--- config.mk ---
export PLATFORM = sky130hd
export DESIGN_NAME = lsu_mem_port
export DESIGN_NICKNAME = d
export VERILOG_FILES = /design/src/rtl/lsu_pkg.sv /design/src/rtl/lsu_load_align.sv /design/src/rtl/lsu_mem_port.sv
export SDC_FILE = /design/constraint.sdc
export NUM_CORES = 1
export LEC_CHECK = 0
export CAP_MARGIN = 20
export CORE_MARGIN = 2
export CORE_UTILIZATION = 40
export DETAILED_ROUTE_END_ITERATION = 10
export PLACE_DENSITY = 0.84
export SLEW_MARGIN = 20
export SYNTH_ARGS = -nofsm -noshare
export SYNTH_HDL_FRONTEND = slang
export SYNTH_HIERARCHICAL = 1
export SYNTH_SLANG_ARGS = --single-unit
--- constraint.sdc ---
create_clock -name clk -period 2.09 [get_ports clk]
set_clock_uncertainty 0.1 [all_clocks]
set_input_delay 0.5225 -clock clk [delete_from_list [all_inputs] [get_ports clk]]
set_output_delay 0.5225 -clock clk [all_outputs]
set_load 0.05 [all_outputs]
--- src/rtl/lsu_pkg.sv ---
// Shared types for the load/store unit: access sizes, FSM states and the
// alignment rule used when a request is accepted.
package lsu_pkg;

  typedef enum logic [1:0] {
    BYTE    = 2'd0,
    HALF    = 2'd1,
    WORD    = 2'd2,
    ILLEGAL = 2'd3
  } size_e;

  typedef enum logic [1:0] {
    IDLE   = 2'd0,
    ACCESS = 2'd1,
    RESP   = 2'd2
  } lsu_state_e;

  // Size 3 is never legal, so it reports as misaligned at every offset.
  function automatic logic is_aligned(size_e size, logic [1:0] off);
    case (size)
      BYTE:    return 1'b1;
      HALF:    return ~off[0];
      WORD:    return (off == 2'b00);
      default: return 1'b0;
    endcase
  endfunction

endpackage

--- src/rtl/lsu_load_align.sv ---
// Combinational load lane extraction: shifts the addressed byte/half down to
// bit 0 and sign- or zero-extends it; word reads pass through untouched.
module lsu_load_align
  import lsu_pkg::*;
(
  input  logic [31:0] rdata_i,
  input  logic [1:0]  off_i,
  input  logic [1:0]  size_i,
  input  logic        unsigned_i,
  output logic [31:0] data_o
);

  logic [15:0] lane;

  function automatic logic [31:0] ext8(logic [7:0] v, logic zext);
    logic signed [7:0] s;
    s = v;
    return zext ? {24'b0, v} : 32'(s);
  endfunction

  function automatic logic [31:0] ext16(logic [15:0] v, logic zext);
    logic signed [15:0] s;
    s = v;
    return zext ? {16'b0, v} : 32'(s);
  endfunction

  always_comb begin
    lane = 16'(rdata_i >> {off_i, 3'b000});
    case (size_e'(size_i))
      BYTE:    data_o = ext8(lane[7:0], unsigned_i);
      HALF:    data_o = ext16(lane, unsigned_i);
      default: data_o = rdata_i;
    endcase
  end

endmodule

--- src/rtl/lsu_mem_port.sv ---
// LSU front end: one outstanding load/store, word-aligned memory request with
// byte-lane strobes, extended load response, misaligned accesses rejected.
module lsu_mem_port
  import lsu_pkg::*;
#(
  parameter int MEM_LAT = 0
) (
  input  logic        clk,
  input  logic        rst_n,
  input  logic        req_valid,
  output logic        req_ready,
  input  logic        req_wen,
  input  logic [31:0] req_addr,
  input  logic [31:0] req_wdata,
  input  logic [1:0]  req_size,
  input  logic        req_unsigned,
  output logic        resp_valid,
  input  logic        resp_ready,
  output logic [31:0] resp_rdata,
  output logic        resp_err,
  output logic        mem_valid,
  output logic        mem_wen,
  output logic [31:0] mem_raddr,
  output logic [31:0] mem_waddr,
  output logic [31:0] mem_wdata,
  output logic [7:0]  mem_wmask,
  input  logic [31:0] mem_rdata
);

  localparam int CNT_W = (MEM_LAT > 0) ? $clog2(MEM_LAT + 1) : 1;

  lsu_state_e       state_q, state_d;
  logic [CNT_W-1:0] cnt_q, cnt_d;
  logic             wen_q, wen_d;
  logic [31:0]      addr_q, addr_d;
  logic [31:0]      wdata_q, wdata_d;
  size_e            size_q, size_d;
  logic             uns_q, uns_d;
  logic [31:0]      rdata_q, rdata_d;
  logic             err_q, err_d;

  logic             accept;
  logic             req_ok;
  logic             last_beat;
  logic [31:0]      load_data;
  logic [3:0]       st_mask;
  logic [31:0]      st_data;

  assign accept    = (state_q == IDLE) && req_valid;
  assign req_ok    = is_aligned(size_e'(req_size), req_addr[1:0]);
  assign last_beat = (state_q == ACCESS) && (cnt_q == '0);

  lsu_load_align u_load_align (
    .rdata_i    (mem_rdata),
    .off_i      (addr_q[1:0]),
    .size_i     (size_q),
    .unsigned_i (uns_q),
    .data_o     (load_data)
  );

  always_ff @(posedge clk or negedge rst_n) begin
    if (!rst_n) begin
      state_q <= IDLE;
      cnt_q   <= '0;
      wen_q   <= 1'b0;
      addr_q  <= '0;
      wdata_q <= '0;
      size_q  <= BYTE;
      uns_q   <= 1'b0;
      rdata_q <= '0;
      err_q   <= 1'b0;
    end else begin
      state_q <= state_d;
      cnt_q   <= cnt_d;
      wen_q   <= wen_d;
      addr_q  <= addr_d;
      wdata_q <= wdata_d;
      size_q  <= size_d;
      uns_q   <= uns_d;
      rdata_q <= rdata_d;
      err_q   <= err_d;
    end
  end

  always_comb begin
    state_d = state_q;
    case (state_q)
      IDLE:    if (req_valid) state_d = req_ok ? ACCESS : RESP;
      ACCESS:  if (cnt_q == '0) state_d = RESP;
      RESP:    if (resp_ready) state_d = IDLE;
      default: state_d = IDLE;
    endcase
  end

  // Request fields are captured once at accept; the response register is
  // loaded either at accept (error) or on the final ACCESS beat.
  always_comb begin
    cnt_d   = cnt_q;
    wen_d   = wen_q;
    addr_d  = addr_q;
    wdata_d = wdata_q;
    size_d  = size_q;
    uns_d   = uns_q;
    rdata_d = rdata_q;
    err_d   = err_q;
    if (accept) begin
      wen_d   = req_wen;
      addr_d  = req_addr;
      wdata_d = req_wdata;
      size_d  = size_e'(req_size);
      uns_d   = req_unsigned;
      rdata_d = '0;
      err_d   = ~req_ok;
      cnt_d   = req_ok ? CNT_W'(MEM_LAT) : '0;
    end else if (last_beat) begin
      rdata_d = wen_q ? '0 : load_data;
    end else if (state_q == ACCESS) begin
      cnt_d = cnt_q - CNT_W'(1);
    end
  end

  always_comb begin
    st_mask = 4'b0000;
    st_data = '0;
    case (size_q)
      BYTE: begin
        st_mask = 4'b0001 << addr_q[1:0];
        st_data = {4{wdata_q[7:0]}};
      end
      HALF: begin
        st_mask = 4'b0011 << addr_q[1:0];
        st_data = {2{wdata_q[15:0]}};
      end
      WORD: begin
        st_mask = 4'b1111;
        st_data = wdata_q;
      end
      default: begin
        st_mask = 4'b0000;
        st_data = '0;
      end
    endcase
  end

  always_comb begin
    req_ready  = (state_q == IDLE);
    resp_valid = (state_q == RESP);
    resp_rdata = resp_valid ? rdata_q : '0;
    resp_err   = resp_valid & err_q;
    mem_valid  = (state_q == ACCESS);
    mem_wen    = mem_valid & wen_q;
    mem_raddr  = {addr_q[31:2], 2'b00};
    mem_waddr  = {addr_q[31:2], 2'b00};
    mem_wdata  = mem_wen ? st_data : '0;
    mem_wmask  = mem_wen ? {4'b0000, st_mask} : 8'h00;
  end

endmodule

==> results of run 1 <==
-- flip-flops by register name, indices dropped and copies added, names as in the netlist --
register	flops
err_q	1
size_q	2
wen_q	1
state_q	2
wdata_q	32
uns_q	1
cnt_q	1
rdata_q	32
addr_q	32
-- per-layer routing --
layer / share of wire / routed length (um) / vias up / GRT usage
met5: 0 / 0 / - / 0
met4: 0.032 / 631 / 0 / 0.0924
met3: 0.074 / 1460 / 51 / 0.0548
met2: 0.51 / 10000 / 285 / 0.404
met1: 0.39 / 7660 / 2794 / 0.297
li1: - / - / 2655 / -
-- placed cells by master (no fill, tap or decap), drive strengths merged, types with 7 or more instances in the layout --
master,netlist,final
o211a,7,7
mux2i,7,7
buf,92,189
nand2,257,257
dfrtp,104,104
a22oi,8,8
and2,41,41
o31ai,7,7
conb,1,8
nor2,14,14
a21oi,23,23
clkdlybuf4s50,0,98
o21ai,29,29
a22o,37,37
clkbuf,23,13
mux2,10,10
nand3b,9,9
-- stage by stage --
step,hold WS [ns],TNS [ns]
finish,0.375,-11.40
global route,0.406,-15.69
CTS,0.374,-11.67
detailed placement,0.343,-14.50
global placement,0.340,-12.27
floorplan,0.127,-2.73
-- kinds of logic after synthesis --
group	after synthesis	synth area share
compound gates	127	0.154
flops	104	0.438
simple gates	335	0.242
other cells	1	0.000631
buf+inv	123	0.131
mux	18	0.0345
-- power groups by stage --
| stage | Clock (mW) | Combinational [mW] | Sequential (mW) |
|---|---|---|---|
| 5_1_grt | 1.81 | 7.72 | 3.39 |
| 6_report | 1.70 | 7.34 | 3.31 |
| 3_5_place_dp | 0 | 6.80 | 3.26 |
| 4_1_cts | 1.72 | 7.11 | 3.27 |
| 3_3_place_gp | 0 | 6.64 | 3.24 |
| 2_1_floorplan | 0 | 5.11 | 3.05 |
-- cell type report --
cell class              instances  area (um2)  area share
multi-input cells             488        3010       0.308
flip-flops and latches        104        2610       0.267
well taps                     184         230      0.0236
clock inverters                 5        57.6     0.00589
inverters                       8        33.8     0.00346
clock buffers                  11         233      0.0238
repair buffers                294        3590       0.368
-- final timing paths --
path | slack, ns | depth (start not counted) | endpoint | start
min reg2reg | 0.37 | 1 | err_q$_DFFE_PN0P_ | err_q$_DFFE_PN0P_
max reg2reg | 0.01 | 7 | rdata_q[22]$_DFFE_PN0P_ | addr_q[1]$_DFFE_PN0P_
max in group asynchronous | 0.83 | 3 | size_q[0]$_DFFE_PN0P_ | rst_n
max | -0.25 | 5 | mem_wdata[15] | state_q[1]$_DFFE_PN0P_
min | 0.37 | 1 | err_q$_DFFE_PN0P_ | err_q$_DFFE_PN0P_
min in group asynchronous | 0.51 | 2 | rdata_q[30]$_DFFE_PN0P_ | rst_n
-- repair_timing --
action,in CTS,in global routing
cloned,1,2
setup buffers,5,4
pin swaps,2,12
hold buffers,1,0
setup endpoints to repair,94,88
hold endpoints to repair,18,0
resized for setup,41,34
==> results.toml, run 1 <==
[detailed_routing]
routed_wl_um = 19800
drt_pass1_iterations = 5
post-route-drc-count = 0
first_iter_violations = 384
dr_total_vias = 5785
postRouteAntennaNets = 0
vias_per_cell = 5.29
avgRoutedWirePerCell_um = 18.1

[synthesis]
yosysTopAreaCell = "dfrtp_1"
syn_avg_cell_area_um2 = 8.40
yosysTopAreaCellShare = 0.438
synth.distinct_cells = 38
yosysSeqAreaShare = 0.438
synth_most_common_cell = "nand2_1"
netlist_instances = 708
synth_edf_count = 0
ys_ff_latch = 104
synth_top_cells_by_area = "dfrtp_1 (44%), nand2_1 (16%), buf_4 (8.6%), a22o_1 (5.5%), and2_1 (4.3%)"
yosys_warnings = 6
ys.flop_type = "dfrtp_1"
synth_area_mm2 = 0.00595
synth_commonest_cells = "nand2_1 (257), dfrtp_1 (104), buf_4 (68)"
async_flop_share = 1.00

[clock_network]
cts_sinks = 104
cts_tree = "built"
max-clock-path-buffers = 2
worstSkewPairLatency_ns = 0.34
clk_pin_slew_ns = 0.07
cts_htree_levels = 3
cts_root_buf = "clkbuf_16"
cts_buffers = 9

[min_path]
hold_class = "reg2reg"

[floorplanning]
die_height_um = 126
initial_utilization = 0.409
coreArea_mm2 = 0.0145
die_width_um = 126
io_pins = 245
rows = 44
dieArea_mm2 = 0.0159

[power]
switching_share = 0.482
clockPowerShare = 0.137
p_seq_frac = 0.268
total_leakage_power_nw = 4.57
ir_drop_mv = 0.857
internal_power_mw = 6.40
p_sw_mw = 5.95
p_per_area_mw_per_mm2 = 1260
power_mw = 12.3
combPwrFrac = 0.594

[worst_setup_path]
critical-path-top-delay-family = "compound AO/OA/AOI/OAI gates"
crit_arrival_ns = 1.72
critPathRequiredTime_ns = 1.47
crit_chain = "nand3b_1, a21o_1, buf_6, a21oi_4, buf_12"
crit_type = "reg2out"
crit_fanout = 4
slowest_delay_ns = 0.39
cpMaxStageDelayCell = "dfrtp_1"
cp-end-kind = "output pin"
cp.buffers_inverters = 2
crit_path_start_kind = "flip-flop"

[sta]
drv_slew = 0
setup_slack_ns = -0.254
fmax_mhz = 427
post-route-period-util = 1.12
tightest_slew_ns = 0.519
grt_setup_unrepaired = "true"
hold_viol = 0
post-route-min-period_ns = 2.34
slew_headroom = 0.653
finalSetupViolations = 70

[placed_design]
dpl_cell_area_mm2 = 0.00912
dp_slack_ns = -0.432
hpwlAfterDp_um = 14100
gp_congestion = 0.898
dp_cells = 1066
io_buffers = 236

[global_route]
grt_max_degree = 43
antenna_found_initial = 1
track_usage = 0.239
overflow = 0
grt_first_pass_wirelength_um = 30300
grt_pass1_vias = 5802

[outcome]
status = "finished, violations left"
violations = "negative setup slack"

[finish]
nFillCells = 1052
drive_gt1_frac = 0.329
fin_area_mm2 = 0.00976
area_growth_pct = 64.2
nets = 1009
antennaDiodeCount = 0
layoutNonFillerInstCount = 1094
final_core_util = 0.672

[flow_run]
drv_cap = 0
Note: power is estimated with default switching activity, not from simulation.
==> run 2: changes to the inputs <==
--- a/config.mk
+++ b/config.mk
@@ -5,6 +5,7 @@
 export SDC_FILE = /design/constraint.sdc
 export NUM_CORES = 1
 export LEC_CHECK = 0
+export ABC_AREA = 1
 export CAP_MARGIN = 20
 export CORE_MARGIN = 2
 export CORE_UTILIZATION = 40
==> run 2 against run 1 <==
Effect of this change: the run still ends with negative setup slack left; global-route usage up 0.91 points; critical path depth up 3; via count up 9.7%; hold slack worse by 0.33 ns; count of clock-buffer cells in the layout up 3; sequential share of layout area down 0.32 points; die area up 3.2%; clock power up 4%; flip-flop and latch count unchanged; register-to-register slack better by 0.22 ns; critical path type unchanged; highest routed layer unchanged.
==> results.toml, run 2 <==
[outcome]
status = "finished, violations left"
violations = "negative setup slack"

[synthesis]
yosys_warnings = 6
synth_most_common_cell = "nand2_1"
netlist_instances = 871
yosysTopAreaCellShare = 0.424
synth_commonest_cells = "nand2_1 (354), dfrtp_1 (104), buf_4 (76), inv_1 (76), nor2_1 (61)"
syn_avg_cell_area_um2 = 7.05
synth_top_family_by_area = "simple AND/OR/NAND/NOR gates"
synth-simple-area-share = 0.322
ys_ff_latch = 104
synth_top_cells_by_area = "dfrtp_1 (42%), nand2_1 (22%), buf_4 (9.3%), inv_1 (4.6%), nand3_1 (4.3%)"
yosysTopAreaCell = "dfrtp_1"
synthXorXnorAreaFrac = 0
ys.flop_type = "dfrtp_1"
synth_compound_area_frac = 0.0752
synth.distinct_cells = 28
synth_edf_count = 0
synth_adder_area_share = 0
synth_area_mm2 = 0.00614
yosysSeqAreaShare = 0.424
synthMuxAreaShare = 0
async_flop_share = 1.00

[global_route]
overflow = 0
grt_pass1_vias = 6112
track_usage = 0.248
grt_first_pass_wirelength_um = 32000
antenna_found_initial = 0
grt_max_degree = 39

[floorplanning]
die_height_um = 128
rows = 45
dieArea_mm2 = 0.0164
io_pins = 245
die_width_um = 128
initial_utilization = 0.407
coreArea_mm2 = 0.0151

[worst_setup_path]
crit_arrival_ns = 1.75
crit_path_start_kind = "flip-flop"
cpMaxStageDelayCell = "dfrtp_1"
crit_chain = "buf_6, nor2_2, buf_6, nand2_2, nand3_1, nand2_1, inv_2, buf_12"
crit_type = "reg2out"
path_common_cell = "buf_6"
reg2reg_to = "wdata_q[2]$_DFFE_PN0P_"
cp-end-kind = "output pin"
crit_fanout = 8
r2r_start = "state_q[1]$_DFFE_PN0P_"
slowest_delay_ns = 0.43
reg2reg_slack_ns = 0.23
r2r_cells = 8
critPathRequiredTime_ns = 1.47

[sta]
hold_viol = 0
drv_slew = 0
tns_ns = -10.31
worst_hold_slack_ns = 0.0449
fmax_mhz = 422
grt_setup_unrepaired = "true"
post-route-period-util = 1.13
post-route-min-period_ns = 2.37
setup_slack_ns = -0.278
finalSetupViolations = 70
slew_headroom = 0.635
tightest_slew_ns = 0.548

[detailed_routing]
vias_per_cell = 5.02
avgRoutedWirePerCell_um = 16.3
postRouteAntennaNets = 0
first_iter_violations = 640
routed_wl_um = 20600
drt_pass1_iterations = 5
post-route-drc-count = 0
dr_total_vias = 6349

[finish]
final_core_util = 0.654
layout_commonest_cell = "nand2_1"
antennaDiodeCount = 0
drive_gt1_frac = 0.314
area_growth_pct = 60.8
reg.largest.list = "addr_q (32), rdata_q (32), wdata_q (32)"
final_cell_mix = "nand2_1 (324), dfrtp_1 (103), clkdlybuf4s50_1 (102), buf_4 (85), inv_1 (56)"
fin_area_mm2 = 0.00987
layoutNonFillerInstCount = 1264
nets = 1175

[clock_network]
cts_buffers = 9
cts_tree = "built"
clk_pin_slew_ns = 0.07
cts_sinks = 104
worstSkewPairLatency_ns = 0.35
max-clock-path-buffers = 2
cts_root_buf = "clkbuf_16"
cts_htree_levels = 3

[placed_design]
dp_cells = 1222
hpwlAfterDp_um = 13500
gp_congestion = 0.853
dpl_cell_area_mm2 = 0.00875
io_buffers = 236

[power]
ir_drop_mv = 0.702
total_leakage_power_nw = 4.68
p_per_area_mw_per_mm2 = 1510

[min_path]
hold_class = "in2async"

[flow_run]
drv_cap = 0
## run 2: changes by cell type after synthesis, sizes merged, moves of 14 or more
cell    previous run  this run
nand2            257       359
inv                7        81
nand3              1        55
nor2              14        68
o21ai             29        77
and2              41         0
a22o              37         0
clkbuf            23         4
buf               92       106
## run 2: area by class of cell
type / count / area, um2
Tap cell: 188 / 235
Inverter: 82 / 372
Multi-Input combinational cell: 583 / 3030
Fill cell: 1180 / 5220
Clock buffer: 14 / 264
Timing Repair Buffer: 291 / 3330
Clock inverter: 2 / 37.5
Sequential cell: 104 / 2600
## run 2: worst max-delay path by stage
| stage | start | depth (start not counted) | end |
|---|---|---|---|
| finish | size_q[1]$_DFFE_PN0P_ | 8 | mem_wdata[11] |
| CTS | size_q[0]$_DFFE_PN0P_ | 6 | mem_wdata[22] |
| detailed placement | mem_rdata[15] | 9 | rdata_q[17]$_DFFE_PN0P_ |
| floorplan | state_q[0]$_DFFE_PN0P_ | 7 | mem_wdata[0] |
| global route | size_q[0]$_DFFE_PN0P_ | 9 | mem_wdata[27] |
| global placement | mem_rdata[15] | 9 | rdata_q[13]$_DFFE_PN0P_ |
## run 2: worst max-delay path, delay by kind of cell (launching register included)
family	cells	cell delay (ns)
flip-flops	1	0.43
buffers and inverters	4	0.54
AND/OR/NAND/NOR	4	0.42
## run 2: power breakdown
group	internal, mW	switching, mW	leakage [nW]	total [mW]
Clock	0.998	0.761	0.143	1.76
Combinational	3.34	6.33	3.21	9.66
Sequential	2.84	0.674	1.33	3.51
Total	7.17	7.76	4.68	14.9
## run 2: what timing repair did
action	in CTS	in global routing
pin swaps	11	16
hold buffers	0	0
setup endpoints to repair	69	70
cloned	7	1
resized for setup	110	48
setup buffers	16	7
## run 2: layer usage
layer  up-vias  global-route usage  routed length (um)
met2       316               0.413               10200
met1      2985               0.308                8070
met3        61              0.0714                1710
met5         -                   0                   0
li1       2987                   -                   -
met4         0              0.0892                 665
## run 2: cells by family (layout without fill, tap and decap cells)
family                 count (synthesis)  in the layout
other                                  1              8
DFF                                  104            104
and+or+nand+nor                      483            483
buffers and inverters                192            389
AOI/OAI and AO/OA                     91             92
## run 2: through the flow
step                      setup slack [ns]  power [mW]
after floorplan                     -0.202        10.1
after global placement              0.0494        11.6
after detailed placement           -0.0149        11.8
after CTS                           -0.204        14.7
after global routing                -0.330        15.7
final                               -0.278        14.9
==> run 3: changes to the inputs <==
--- a/config.mk
+++ b/config.mk
@@ -9,6 +9,7 @@
 export CAP_MARGIN = 20
 export CORE_MARGIN = 2
 export CORE_UTILIZATION = 40
+export CTS_CLUSTER_DIAMETER = 60
 export DETAILED_ROUTE_END_ITERATION = 10
 export PLACE_DENSITY = 0.84
 export SLEW_MARGIN = 20
==> results of run 3 <==
Same layout as run 2: the final DEF is identical, and so are final timing and power.
